### src/rtl/clock_sel_pkg.sv
// Shared encodings for the clock-select request sequencer.
package clock_sel_pkg;

   // Select codes understood by the downstream glitch-free clock switch
   localparam logic [1:0] SEL_800M  = 2'b00;
   localparam logic [1:0] SEL_500M  = 2'b01;
   localparam logic [1:0] SEL_1000M = 2'b10;
   localparam logic [1:0] SEL_RSVD  = 2'b11;

   // Sequencer states: waiting for a request, waiting for the switch to
   // settle, and enforcing the minimum spacing between switches
   typedef enum logic [1:0] {
      ST_IDLE   = 2'd0,
      ST_SETTLE = 2'd1,
      ST_DWELL  = 2'd2
   } state_t;

endpackage

### src/rtl/clock_sel_ctrl.sv
// Request sequencer in front of the clock switch: filters reserved and no-op
// requests, drives clk_sel, and spaces real switches by a settle + dwell window.
module clock_sel_ctrl
   import clock_sel_pkg::*;
#(
   parameter int         SETTLE_CYC = 8,
   parameter int         DWELL_CYC  = 32,
   parameter int         CNT_W      = 8,
   parameter logic [1:0] RST_SEL    = SEL_800M
) (
   input  logic             clk,
   input  logic             rst,
   input  logic             req_valid,
   input  logic [1:0]       req_sel,
   output logic             req_ready,
   output logic [1:0]       clk_sel,
   output logic             busy,
   output logic             done,
   output logic             err,
   output logic [CNT_W-1:0] sw_cnt
);

   // Counter only ever needs to reach DWELL_CYC; it restarts on every switch
   localparam int            CW         = $clog2(DWELL_CYC + 1);
   localparam logic [CW-1:0] SETTLE_LIM = CW'(SETTLE_CYC);
   localparam logic [CW-1:0] DWELL_LIM  = CW'(DWELL_CYC);

   state_t        state;
   logic [CW-1:0] cyc_cnt;
   logic [CW-1:0] cnt_nxt;
   logic          accept;

   assign req_ready = (state == ST_IDLE) && !rst;
   assign busy      = (state != ST_IDLE);
   assign accept    = req_valid && req_ready;
   assign cnt_nxt   = cyc_cnt + 1'b1;

   // Sequencer FSM, window counter, select register and status pulses
   always_ff @(posedge clk) begin
      if (rst) begin
         state   <= ST_IDLE;
         cyc_cnt <= '0;
         clk_sel <= RST_SEL;
         sw_cnt  <= '0;
         done    <= 1'b0;
         err     <= 1'b0;
      end else begin
         done <= 1'b0;
         err  <= 1'b0;
         case (state)
            ST_IDLE: begin
               if (accept) begin
                  if (req_sel == SEL_RSVD) begin
                     err <= 1'b1;
                  end else if (req_sel == clk_sel) begin
                     // Already on the requested clock: complete immediately
                     done <= 1'b1;
                  end else begin
                     clk_sel <= req_sel;
                     cyc_cnt <= '0;
                     state   <= ST_SETTLE;
                  end
               end
            end
            ST_SETTLE: begin
               cyc_cnt <= cnt_nxt;
               if (cnt_nxt == SETTLE_LIM) begin
                  done   <= 1'b1;
                  sw_cnt <= sw_cnt + 1'b1;
                  // With no dwell beyond settle, go straight back to idle
                  state  <= (SETTLE_LIM == DWELL_LIM) ? ST_IDLE : ST_DWELL;
               end
            end
            ST_DWELL: begin
               cyc_cnt <= cnt_nxt;
               if (cnt_nxt == DWELL_LIM) state <= ST_IDLE;
            end
            default: state <= ST_IDLE;
         endcase
      end
   end

endmodule
### config.mk
export PLATFORM = sky130hd
export DESIGN_NAME = clock_sel_ctrl
export DESIGN_NICKNAME = d
export VERILOG_FILES = /design/src/rtl/clock_sel_pkg.sv /design/src/rtl/clock_sel_ctrl.sv
export SDC_FILE = /design/constraint.sdc
export NUM_CORES = 1
export LEC_CHECK = 0
export BUFFER_PORTS_ARGS = -buffer_cell sky130_fd_sc_hd__buf_2
export CAP_MARGIN = 20
export CORE_UTILIZATION = 50
export DETAILED_ROUTE_END_ITERATION = 6
export GPL_ROUTABILITY_DRIVEN = 0
export PLACE_DENSITY_LB_ADDON = 0.12
export RECOVER_POWER = 50
export SLEW_MARGIN = 10
export SYNTH_ARGS = -nofsm -noshare
export SYNTH_HDL_FRONTEND = slang
export SYNTH_SLANG_ARGS = --single-unit
### constraint.sdc
create_clock -name clk -period 4.7 [get_ports clk]
set_clock_uncertainty 0.1 [all_clocks]
set_input_delay 0.47 -clock clk [delete_from_list [all_inputs] [get_ports clk]]
set_output_delay 0.47 -clock clk [all_outputs]
set_load 0.005 [all_outputs]
==> run metrics <==
r2r startpoint cyc_cnt[0]$_SDFFE_PP0P_; type of the worst min-delay path in2reg; clock sink total 20; I/O pin count 19; Worst Max-Slew Pin Slew 0.377 ns; net switching power around 94 µW; Pint 235 µW; final-report max-slew violation count 0; die width approximately 48 µm; CTS tree done; Max VDD drop between 0.2 and 0.25 mV; Comb power frac 0.203; R2R Path End sw_cnt[7]$_SDFFE_PP0P_; post-synthesis sequential area ratio 0.373; crit path kind reg2reg; hold endpoint err$_SDFF_PP0_; Hold Vio Cnt, Final 0; Period minus WS final ~2.1 ns; DRC 0; initial core utilization 0.542; Critical Path RT between 4 and 5 ns; area delta synth->final 12.5%; post-route non-filler standard cell count 171; Sequential Power Share 0.561; Finish-stage setup viols 0; HPWL after DPL 1570 µm; fmax approximately 470 MHz; max-cap violation count 0; worst path arrival time roughly 2.3 ns; Synth Cell Area between 1000 and 1500 µm²; die span in y between 40 and 50 µm; first-pass GRT wire length about 3600 µm; RSZ-0062 raised after global routing no; Clk pwr share 0.236; DIE AREA approximately 2300 µm²; Worst Setup Start Kind register; Post-CTS Setup Bufs 0; fin worst setup slack 2.56 ns; routed vias/inst approximately 5.5; Inst Count DP roughly 170; R2R Setup Slk ~2.6 ns; ranking of synthesized cells by area dfxtp_1 37%, ha_1 7.0%, nor2_1 5.9%; post-synthesis instance total roughly 130; htree depth 1; Syn Nets 137; initial antenna violation count 0; initial drt markers 10; Root Buffer clkbuf_4; Pre-antenna DRT Iters 4; Vias 933; vias in the first global route ~840; Overall Power 329 µW; area leader, netlist dfxtp_1; # nets final 157; Total GRT Usage 0.192; grt total ovfl 0; outcome finished, final reports clean; post-route ant nets 0; crit-path max cell delay roughly 0.47 ns; CTS Buffer Depth 2; LEAKAGE ~0.53 nW; Antenna Cells 0; Num CTS Buffers 3; Power Density roughly 270 nW/µm²; Clk pin slew, worst setup/hold paths ~0.1 ns; syn_area_per_cell ~8.5 µm²; IO Port Bufs 18; post-CTS sizing 0; CP max-delay cell dfxtp_1; row cnt 16; CP Cell Sequence ha_1 -> nand2_1 -> nor2_1 -> nand4_1 -> or3_1 -> a21oi_1; pre-CTS setup slack between 2 and 3 ns; Routed Wire Length ~2000 µm; Syn. warnings 0; sw frac 0.287; post-DR wirelength/cell roughly 12 µm; core area ~2000 µm²; hold depth 3; setup TNS 0 ns; Rel. slew slack 0.747; fin crit share 0.455; synth unique cells 39; Yosys reg bits 20; pin count of the biggest net entering global routing 21; share of the synthesized area in the top cell type 0.373; cts hold-fix bufs 0; endpoint type of the worst setup path register; Hold Crit Start req_sel[0]; worst skew pair latency ~0.29 ns; Critical Path Fanout Max 7; worst-case reg-to-reg path depth 6; layout cells sized above 1 0.167
## metal layers
layer	share of wire	vias up	track usage
met5	0	-	0
li1	-	490	-
met3	0.024	2	0.0377
met1	0.50	430	0.256
met4	0.0039	0	0.0588
met2	0.47	11	0.312
## logic make-up after synthesis
| family | Yosys count | synth area share |
|---|---|---|
| AO/OA/AOI/OAI | 26 | 0.170 |
| AND/OR/NAND/NOR | 54 | 0.261 |
| flip-flops | 20 | 0.373 |
| XOR/XNOR | 8 | 0.0652 |
| adder cells (fa/ha/maj) | 6 | 0.0698 |
| buffers and inverters | 9 | 0.0326 |
| multiplexers | 3 | 0.0291 |
## Yosys cell counts
cell type	instances
o2bb2ai_1	2
a311oi_1	1
xnor2_1	3
and4bb_1	1
nand4b_1	1
a221o_1	1
a21o_1	1
nand2_1	9
buf_2	1
nand2b_1	3
nand3_1	5
a211o_1	3
o211a_1	1
or3_1	4
and2_1	2
a32o_1	1
nand3b_1	1
dfxtp_1	20
nor3b_2	1
xor2_1	5
nand4_1	4
o21ai_0	1
clkbuf_1	2
nor3b_1	1
mux2i_1	2
nor3_1	3
a32oi_1	1
inv_1	5
o21ai_1	4
ha_1	6
and3_1	1
a21oi_1	7
nor2_1	17
a21boi_1	1
inv_2	1
mux2_2	1
a211oi_1	1
a41oi_1	1
nor2b_1	1
## worst max-delay path, delay by kind of cell, from the launching register on
kind	cells	cell delay, ns
compound gates	1	0.15
fa+ha+maj	1	0.25
flops	1	0.47
simple gates	4	1.10
## layout make-up
| cell class | count | area (µm²) |
|---|---|---|
| Sequential cell | 20 | 400 |
| Fill cell | 181 | 773 |
| Inverter | 6 | 22.5 |
| Clock buffer | 3 | 22.5 |
| Multi-Input combinational cell | 97 | 639 |
| Tap cell | 27 | 33.8 |
| Timing Repair Buffer | 18 | 90.1 |
## per-stage QoR
step           hold slack (ns)  area [µm²]   util
2_1_floorplan            0.366        1070      -
3_3_place_gp             0.379        1190  0.598
3_5_place_dp             0.409        1190  0.598
4_1_cts                  0.340        1210  0.610
5_1_grt                  0.362        1210  0.610
6_report                 0.349        1210  0.610
## power by group through the flow
| stage | clock, mW | sequential [mW] | combinational, mW |
|---|---|---|---|
| after global routing | 0.0896 | 0.186 | 0.0759 |
| after detailed placement | 0 | 0.189 | 0.0661 |
| after floorplan | 0 | 0.187 | 0.0478 |
| after global placement | 0 | 0.188 | 0.0645 |
| after CTS | 0.0816 | 0.185 | 0.0670 |
| final | 0.0775 | 0.185 | 0.0668 |
## placed cells by master (no fill, tap or decap), types with 4 or more instances in the layout
cell type / synthesis / routed
nand3_1: 5 / 5
inv_1: 5 / 5
or3_1: 4 / 4
nand4_1: 4 / 4
ha_1: 6 / 6
nand2_1: 9 / 9
a21oi_1: 7 / 7
nor2_1: 17 / 17
buf_2: 1 / 18
xor2_1: 5 / 5
dfxtp_1: 20 / 20
## how the worst max path moves through the flow
stage / startpoint / end / cells past startpoint
6_report: cyc_cnt[0]$_SDFFE_PP0P_ / sw_cnt[7]$_SDFFE_PP0P_ / 6
5_1_grt: cyc_cnt[0]$_SDFFE_PP0P_ / sw_cnt[7]$_SDFFE_PP0P_ / 6
4_1_cts: cyc_cnt[0]$_SDFFE_PP0P_ / sw_cnt[7]$_SDFFE_PP0P_ / 6
3_5_place_dp: rst / cyc_cnt[2]$_SDFFE_PP0P_ / 6
3_3_place_gp: rst / cyc_cnt[2]$_SDFFE_PP0P_ / 6
2_1_floorplan: state[0]$_SDFFE_PP0P_ / cyc_cnt[2]$_SDFFE_PP0P_ / 7
## registers in the layout, summed over array words and instances (netlist names)
register and cells:
sw_cnt 8, state 2, cyc_cnt 6, done 1, err 1, clk_sel 2
No activity file was read; power rests on OpenSTA's default activity.
